`src/rtl/spi_slave_rx_tx.sv`:
```
// ---------------------------------------------------------------------------
// spi_slave_rx_tx
//
// SPI slave for the far end of the bus driven by our SPI master FSM. Every bus
// input (sclk, cs, mosi) is brought into the local clk domain through a
// synchronizer chain, so no flop is ever clocked by sclk. Received bytes leave
// on a valid/ready stream, and the byte to send back is taken from a one-entry
// TX buffer that is filled through a valid/ready handshake.
//
// Bit order is MSB first. The master drives mosi on the sclk rising edge and
// samples miso on the sclk falling edge. The slave samples mosi and moves miso
// on to the next bit when it detects the sclk falling edge.
//
// Parameters
//   DATA_W       bits per frame
//   SYNC_STAGES  flops per synchronizer on sclk, cs and mosi (must be >= 2)
//   TX_IDLE      byte shifted out when the TX buffer is empty at frame start
//
// Ports
//   clk          system clock; all logic runs on its rising edge
//   rst          asynchronous, active-high reset
//   sclk         SPI clock from the master, idles low
//   cs           SPI chip select, active low
//   mosi         master-out data
//   miso         slave-out data, always driven (0 while idle)
//   tx_data      byte to send in the next frame
//   tx_valid     tx_data valid
//   tx_ready     TX buffer empty; the buffer is written on tx_valid & tx_ready
//   rx_data      last complete received byte
//   rx_valid     rx_data valid, held until rx_ready
//   rx_ready     consumer accepts rx_data
//   busy         a frame is in progress
//   overrun      sticky: a byte completed while the previous one was unread
//   frame_err    one-cycle pulse: cs went high before a full byte arrived
//   tx_underrun  one-cycle pulse: a frame started with the TX buffer empty
// ---------------------------------------------------------------------------
module spi_slave_rx_tx #(
   parameter int                SYNC_STAGES = 2,
   parameter int                DATA_W      = 8,
   parameter logic [DATA_W-1:0] TX_IDLE     = 8'hFF
) (
   input  logic              clk,
   input  logic              rst,
   input  logic              sclk,
   input  logic              cs,
   input  logic              mosi,
   output logic              miso,
   input  logic [DATA_W-1:0] tx_data,
   input  logic              tx_valid,
   output logic              tx_ready,
   output logic [DATA_W-1:0] rx_data,
   output logic              rx_valid,
   input  logic              rx_ready,
   output logic              busy,
   output logic              overrun,
   output logic              frame_err,
   output logic              tx_underrun
);

   localparam int CNT_W = $clog2(DATA_W + 1);

   localparam logic [1:0] ST_IDLE  = 2'd0;
   localparam logic [1:0] ST_SHIFT = 2'd1;
   localparam logic [1:0] ST_HOLD  = 2'd2;

   logic [1:0]             state;
   logic [CNT_W-1:0]       bit_cnt;
   logic [DATA_W-1:0]      tx_shift;
   logic [DATA_W-2:0]      rx_shift;
   logic [DATA_W-1:0]      tx_buf;
   logic                   tx_full;

   logic [SYNC_STAGES-1:0] sclk_sync;
   logic [SYNC_STAGES-1:0] cs_sync;
   logic [SYNC_STAGES-1:0] mosi_sync;
   logic                   sclk_d;
   logic                   cs_d;

   logic                   sclk_s;
   logic                   cs_s;
   logic                   mosi_s;
   logic                   sclk_fall;
   logic                   cs_fall;
   logic                   cs_rise;
   logic                   last_bit;
   logic                   tx_wr;
   logic                   tx_load;

   // Synchronizer chains plus one history flop each for sclk and cs. mosi goes
   // through the same number of stages as sclk, so the mosi value seen in the
   // sclk_fall detection cycle is the one the master launched on the preceding
   // rising edge. Reset puts every chain in the idle bus state (sclk low,
   // cs high, mosi low), so leaving reset never looks like a bus edge.
   always_ff @(posedge clk or posedge rst) begin
      if (rst) begin
         sclk_sync <= '0;
         cs_sync   <= '1;
         mosi_sync <= '0;
         sclk_d    <= 1'b0;
         cs_d      <= 1'b1;
      end else begin
         sclk_sync <= {sclk_sync[SYNC_STAGES-2:0], sclk};
         cs_sync   <= {cs_sync[SYNC_STAGES-2:0], cs};
         mosi_sync <= {mosi_sync[SYNC_STAGES-2:0], mosi};
         sclk_d    <= sclk_sync[SYNC_STAGES-1];
         cs_d      <= cs_sync[SYNC_STAGES-1];
      end
   end

   // Edge strobes are high for exactly one clk: the first cycle in which the
   // history flop disagrees with the synchronized value. tx_load marks the
   // cycle in which a frame starts and the TX buffer is drained.
   always_comb begin
      sclk_s    = sclk_sync[SYNC_STAGES-1];
      cs_s      = cs_sync[SYNC_STAGES-1];
      mosi_s    = mosi_sync[SYNC_STAGES-1];
      sclk_fall = sclk_d & ~sclk_s;
      cs_fall   = cs_d & ~cs_s;
      cs_rise   = ~cs_d & cs_s;
      last_bit  = (bit_cnt == CNT_W'(DATA_W - 1));
      tx_wr     = tx_valid & ~tx_full;
      tx_load   = (state == ST_IDLE) & cs_fall;
   end

   // One-entry TX buffer. A frame start empties it. A write that lands in the
   // same cycle as a frame start is only possible when the buffer was already
   // empty; that frame then sends TX_IDLE and the written byte stays for the
   // next frame.
   always_ff @(posedge clk or posedge rst) begin
      if (rst) begin
         tx_buf  <= '0;
         tx_full <= 1'b0;
      end else begin
         if (tx_wr) begin
            tx_buf <= tx_data;
         end
         if (tx_load) begin
            tx_full <= tx_wr;
         end else begin
            tx_full <= tx_full | tx_wr;
         end
      end
   end

   // Frame state machine together with the shift registers and the RX stream
   // handshake. While SHIFT is active, cs_rise takes priority over a
   // simultaneous sclk_fall, so a frame cut short never completes a byte by
   // accident. The last falling edge does not shift the TX register, so miso
   // keeps showing the final bit throughout HOLD. An RX accept and a new byte
   // completing in the same cycle leave rx_valid set: the later nonblocking
   // assignment wins.
   always_ff @(posedge clk or posedge rst) begin
      if (rst) begin
         state       <= ST_IDLE;
         bit_cnt     <= '0;
         tx_shift    <= '0;
         rx_shift    <= '0;
         rx_data     <= '0;
         rx_valid    <= 1'b0;
         overrun     <= 1'b0;
         frame_err   <= 1'b0;
         tx_underrun <= 1'b0;
      end else begin
         frame_err   <= 1'b0;
         tx_underrun <= 1'b0;

         if (rx_valid && rx_ready) begin
            rx_valid <= 1'b0;
         end

         case (state)
            ST_IDLE: begin
               if (cs_fall) begin
                  state    <= ST_SHIFT;
                  bit_cnt  <= '0;
                  rx_shift <= '0;
                  if (tx_full) begin
                     tx_shift <= tx_buf;
                  end else begin
                     tx_shift    <= TX_IDLE;
                     tx_underrun <= 1'b1;
                  end
               end
            end

            ST_SHIFT: begin
               if (cs_rise) begin
                  frame_err <= 1'b1;
                  state     <= ST_IDLE;
               end else if (sclk_fall) begin
                  bit_cnt <= bit_cnt + CNT_W'(1);
                  if (last_bit) begin
                     rx_data  <= {rx_shift, mosi_s};
                     rx_valid <= 1'b1;
                     if (rx_valid && !rx_ready) begin
                        overrun <= 1'b1;
                     end
                     state <= ST_HOLD;
                  end else begin
                     rx_shift <= {rx_shift[DATA_W-3:0], mosi_s};
                     tx_shift <= {tx_shift[DATA_W-2:0], 1'b0};
                  end
               end
            end

            ST_HOLD: begin
               if (cs_rise) begin
                  state <= ST_IDLE;
               end
            end

            default: begin
               state <= ST_IDLE;
            end
         endcase
      end
   end

   // miso is driven straight from the TX register's MSB and forced low while
   // idle, so it moves one clk after each detected edge, just as a registered
   // output would.
   always_comb begin
      busy     = (state != ST_IDLE);
      miso     = busy & tx_shift[DATA_W-1];
      tx_ready = ~tx_full;
   end

endmodule
```
`config.mk`:
```
export PLATFORM = sky130hd
export DESIGN_NAME = spi_slave_rx_tx
export DESIGN_NICKNAME = d
export VERILOG_FILES = /design/src/rtl/spi_slave_rx_tx.sv
export SDC_FILE = /design/constraint.sdc
export NUM_CORES = 1
export LEC_CHECK = 0
export CAP_MARGIN = 40
export CORE_AREA = 2 2 72 74
export DETAILED_ROUTE_END_ITERATION = 7
export DIE_AREA = 0 0 74 76
export HOLD_SLACK_MARGIN = 0.02
export MAX_ROUTING_LAYER = met4
export PLACE_DENSITY = 0.7
export SETUP_SLACK_MARGIN = 0.02
export SLEW_MARGIN = 15
export SYNTH_ARGS = -nofsm -noshare
export SYNTH_HDL_FRONTEND = slang
export SYNTH_SLANG_ARGS = --single-unit
```
`constraint.sdc`:
```
create_clock -name clk -period 1.54 [get_ports clk]
set_input_delay 0.154 -clock clk [delete_from_list [all_inputs] [get_ports clk]]
set_output_delay 0.154 -clock clk [all_outputs]
set_load 0.01 [all_outputs]
```
# After elaboration in Yosys (flattened, before gate mapping)
# Cells that the tools add are included.
word_totals:
  mem_bits_ro: 0
  regBits: 50
  latchBits: 0
  wordCells: 82
  mem_count: 0
  mem_bits_rw: 0
  input_bits: 15
classes:
  n_mul: 0
  shift: 0
  reduce_logical: 11
  n_mux: 32
  n_div: 0
  n_bitwise: 12
  n_eq_ne: 10
  addsub: 1
  magnitude_cmp: 0
ops:
  columns: ["op", "n"]
  rows:
  - ["8-bit two-way mux", 5]
  - ["7-bit two-way mux", 4]
  - ["8-bit one-hot mux with 2 select lines", 1]
  - ["7-bit one-hot mux with 2 select lines", 1]
  - ["4-bit two-way mux", 3]
  - ["4-bit AND reduction", 3]
  - ["1-bit two-way mux", 11]
  - ["2-bit two-way mux", 5]
  - ["2-bit != test (second input constant)", 5]
  - ["5-bit AND reduction", 2]
  - ["4-bit one-hot mux with 2 select lines", 1]
  - ["1-bit bitwise AND", 6]
  - ["3-bit != test (second input constant)", 2]
  - ["2-bit one-hot mux with 3 select lines", 1]
  - ["1-bit NOT", 5]
  - ["4-bit by 1-bit adder with 4-bit output (second input constant)", 1]
  - ["4-bit by 3-bit equality test with 1-bit output (second input constant)", 1]
  - ["2-bit nonzero test", 2]
  - ["2-bit by 1-bit equality test with 1-bit output (second input constant)", 1]
  - ["2-bit equality test (second input constant)", 1]
  - ["1-bit logical AND", 2]
  - ["2-bit logical NOT", 1]
  - ["1-bit logical NOT", 1]
  - ["1-bit OR", 1]

# Depth between registers and ports, before layout
depth:
  ltp_word: 6
  ltp_mapped: 6
  mapped_depth_nobuf: 5

# Worst setup path before layout
# No wires, ideal clock.
synth_path:
  kind: "flip-flop to flip-flop"
  startpoint: "register bit_cnt[0]"
  endpoint: "register rx_data[0]"
  n_path_buf: 1
  synth_period_minus_slack_ns: 1.709
  path_slack_ns: -0.169
  arrival_ns: 1.582
  path_stages_with_launch: 7
  required_time_ns: 1.412
  path_cell_list: "dfrtp_1 > ha_1 > and3b_1 > and2_1 > and3_1 > buf_4 > mux2_1"
synth_between:
  elab_chain_cells: 2
synth_rtl:
  columns: ["item", "line", "rtl"]
  rows:
  - ["start: declaration", "67", "logic [CNT_W-1:0] bit_cnt;"]
  - ["start signal: assignment", "191", "bit_cnt <= bit_cnt + CNT_W'(1);"]
  - ["4-bit by 3-bit equality test with 1-bit output", "120", "last_bit = (bit_cnt == CNT_W'(DATA_W - 1));"]
  - ["4-bit AND reduction (no source line)", null, null]
  - ["end signal: assignment", "193", "rx_data <= {rx_shift, mosi_s};"]
  - ["end: declaration", "51", "output logic [DATA_W-1:0] rx_data,"]
# No other way between the ends.
# A chain may end at the register's enable or synchronous reset.

# Final worst setup path
layout_path:
  startpoint: "register state[1]"
  endpoint: "register tx_shift[1]"
layout_between:
  elab_chain_cells: 3
  elab_cells_between_ends: 9
  classes_between: "eq/ne (5); mux (1); reduce/logical (3)"
layout_rtl:
  columns: ["item", "line", "rtl"]
  rows:
  - ["start: declaration", "66", "logic [1:0] state;"]
  - ["start signal: assignment", "154", "state <= ST_IDLE;"]
  - ["start signal: assignment", "174", "state <= ST_SHIFT;"]
  - ["start signal: assignment", "189", "state <= ST_IDLE;"]
  - ["2-bit by 1-bit equality test with 1-bit output or 2-bit logical NOT (tied branches)", "171", "case (state)"]
  - ["2-bit != test (no source line) or 2-bit nonzero test (tied branches)", null, null]
  - ["5-bit AND reduction (no source line)", null, null]
  - ["end signal: assignment", "178", "tx_shift <= tx_buf;"]
  - ["end signal: assignment", "201", "tx_shift <= {tx_shift[DATA_W-2:0], 1'b0};"]
  - ["end: declaration", "68", "logic [DATA_W-1:0] tx_shift;"]
# Parallel ways exist; a longest one is shown, timed or not.

==> run metrics <==
layout cells sized above 1 0.390; cell taking the most area after synthesis dfrtp_1; # fillers between 400 and 500; Post-Syn Instances between 150 and 200; Crit Path Max Fanout 8; Detail Route Antenna Nets 0; Post-Synth XOR/XNOR Area 0; shortest period the worst path allows approximately 1.6 ns; DP Wirelength 2820 µm; effective utilization at floorplan 0.436; Synth Area in Simple Gates 0.144; failing checks setup timing; DRT Wirelength around 4300 µm; synth unique cells 38; post-route cell area 0.00304 mm²; Yosys warning count 0; fmax 620 MHz; most frequent cells after synthesis 47 x dfrtp_1, 27 x nand2_1, 10 x o21ai_1; startpoint class of the critical path register; Total GRT Usage 0.172; worst r2r src state[1]$_DFFE_PP0P_; Async SR Flop Fraction 1.00; Via density 5.05; crit end category register; GRT overflow 0; die width about 74 µm; power density over the cells 1180 mW/mm²; largest family of logic cells by synthesized area simple AND/OR/NAND/NOR gates; CP Class reg2reg; PnR worst setup slack -0.0731 ns; pre-CTS setup slack -0.115 ns; crit path from state[1]$_DFFE_PP0P_; Compound-Gate Fraction of Synth Area 0.138; Core Region approximately 0.0049 mm²; Max Cap Viol 0; first-pass GRT wire length approximately 7300 µm; LEAKAGE roughly 1.4 nW; Main synth FF type dfrtp_1; final setup fails 23; DRT iter0 DRCs 77; Rel. slew slack 0.764; IO buf count 29; vias in the first global route 1529; RSZ-0062 raised after global routing yes; number of buffers created by CTS 5; post-synthesis cell area approximately 0.0021 mm²; clock skew 0.00514 ns; clk_lat worst skew around 0.30 ns; #FFs+latches synth 50; DR DRC count 0; Pre-Repair DR Iteration Count 4; I/O pins 30; post-synth top area share 0.549; Worst VDD drop roughly 700 µV; worst-margin pin slew 0.354 ns; r2r setup slk -0.07 ns; Fin. Hold Viols 0; reg2reg path depth 4; Site Rows 26; fin crit share 1.05; adder-cell area share of the yosys netlist 0.00584; CTS Buffer Depth 2; most common cell in the netlist dfrtp_1; fin. max-slew vios 0; register area share after synthesis 0.586; EDFF count, synth 0; area of the die 0.00562 mm²; outcome finished with violations; TritonCTS clock tree yes; Root Driver clkbuf_8; Req. time, crit path ~1.8 ns; synth top area cells dfrtp_1 55%, o32ai_2 5.3%, mux2_2 4.7%, nand2_1 4.7%, mux2_1 4.2%; post-synthesis net count 192; initial antenna violation count 0; Final #Nets about 260; largest net degree at the start of global routing 25; Synth Area per Inst roughly 12 µm²; Post-DP Area 0.00272 mm²; CP arrival 1.82 ns; Sink Count 50; chip height roughly 76 µm; Via Count about 1600; Diodes inserted 0; post-synthesis mux area share 0.0894; Synth-to-Final Area Change 41.9%; Placer Congestion between 0.7 and 0.8; HP Class in2async; clock slew at reported path FFs 0.09 ns; Routed WL per cell 13.9 µm; H-tree depth 2; FF-to-FF End tx_shift[1]$_DFFE_PP0P_
## worst max-delay path, stage by stage, from the launching register on
cell     delay (ns)
dfrtp_1        0.40
buf_6          0.13
or4b_4         0.54
o31a_4         0.19
o32ai_2        0.27
## layout by cell type, fill, tap and decap left out, types with 3 or more instances in the layout
cell and instances:
buf_4 27, clkbuf_8 6, dfrtp_1 47, mux2_4 9, or3_1 7, o32ai_2 7, o21ai_2 4, nor2_1 4
nand2b_1 4, o21ai_0 7, clkdlybuf4s50_1 26, dfstp_2 3, buf_12 4, o21ai_1 6, mux2_2 8, buf_6 4
nor2b_1 3, nand2_1 25
## layer usage
metal,share of wire,global-route usage
met1,0.45,0.235
met5,0,-
met2,0.51,0.258
met3,0.032,0.0397
met4,0.011,0.0473
## sequential cells by signal (all words and copies together), names as in the netlist, 4 cells and up
signal	cells
bit_cnt	4
rx_data	8
rx_shift	7
tx_buf	8
tx_shift	8
## power by group
group / internal [mW] / switching [mW]
Sequential: 1.59 / 0.152
Combinational: 0.574 / 0.453
Clock: 0.370 / 0.440
## worst max-delay path by stage
| stage | end | slack (ns) | depth (start not counted) |
|---|---|---|---|
| 6_report | tx_shift[1]$_DFFE_PP0P_ | -0.07 | 4 |
| 5_1_grt | rx_shift[1]$_DFFE_PP0P_ | -0.14 | 6 |
| 4_1_cts | rx_data[1]$_DFFE_PP0P_ | -0.06 | 5 |
| 3_5_place_dp | rx_data[1]$_DFFE_PP0P_ | -0.12 | 5 |
| 3_3_place_gp | rx_data[0]$_DFFE_PP0P_ | -0.09 | 5 |
| 2_1_floorplan | rx_data[0]$_DFFE_PP0P_ | -0.1 | 6 |
## kinds of logic (layout without fill, tap and decap cells)
group                    Yosys count  after routing
multiplexers                      17             17
buffers and inverters             12             76
AO/OA/AOI/OAI                     36             36
adder cells (fa/ha/maj)            1              1
AND/OR/NAND/NOR                   60             61
flip-flops                        50             50
## through the flow
stage / cells / hold WS [ns] / setup TNS (ns) / power (mW) / utilization
after global routing: 311 / 0.161 / -2.39 / 3.80 / 0.619
after floorplan: 176 / 0.158 / -0.763 / 2.37 / -
after CTS: 307 / 0.129 / -0.703 / 3.56 / 0.600
after global placement: 290 / 0.332 / -0.817 / 2.68 / 0.554
final: 311 / 0.128 / -0.893 / 3.58 / 0.619
after detailed placement: 290 / 0.337 / -1.20 / 2.72 / 0.554
## cell type report
type / instances / area (µm²) / share of cell area
Sequential cell: 50 / 1250 / 0.413
Clock inverter: 2 / 16.3 / 0.00535
Multi-Input combinational cell: 115 / 922 / 0.303
Inverter: 3 / 11.3 / 0.00371
Tap cell: 70 / 87.6 / 0.0288
Timing Repair Buffer: 65 / 664 / 0.219
Clock buffer: 6 / 82.6 / 0.0272
## what timing repair did
| action | CTS | global route |
|---|---|---|
| gates resized for setup | 18 | 15 |
| cloned | 3 | 1 |
| buffers inserted | 6 | 3 |
| endpoints found under the setup margin | 30 | 30 |
| hold buffers | 0 | 0 |
| pin swaps | 5 | 1 |
Power figures use the tool's default switching activity.
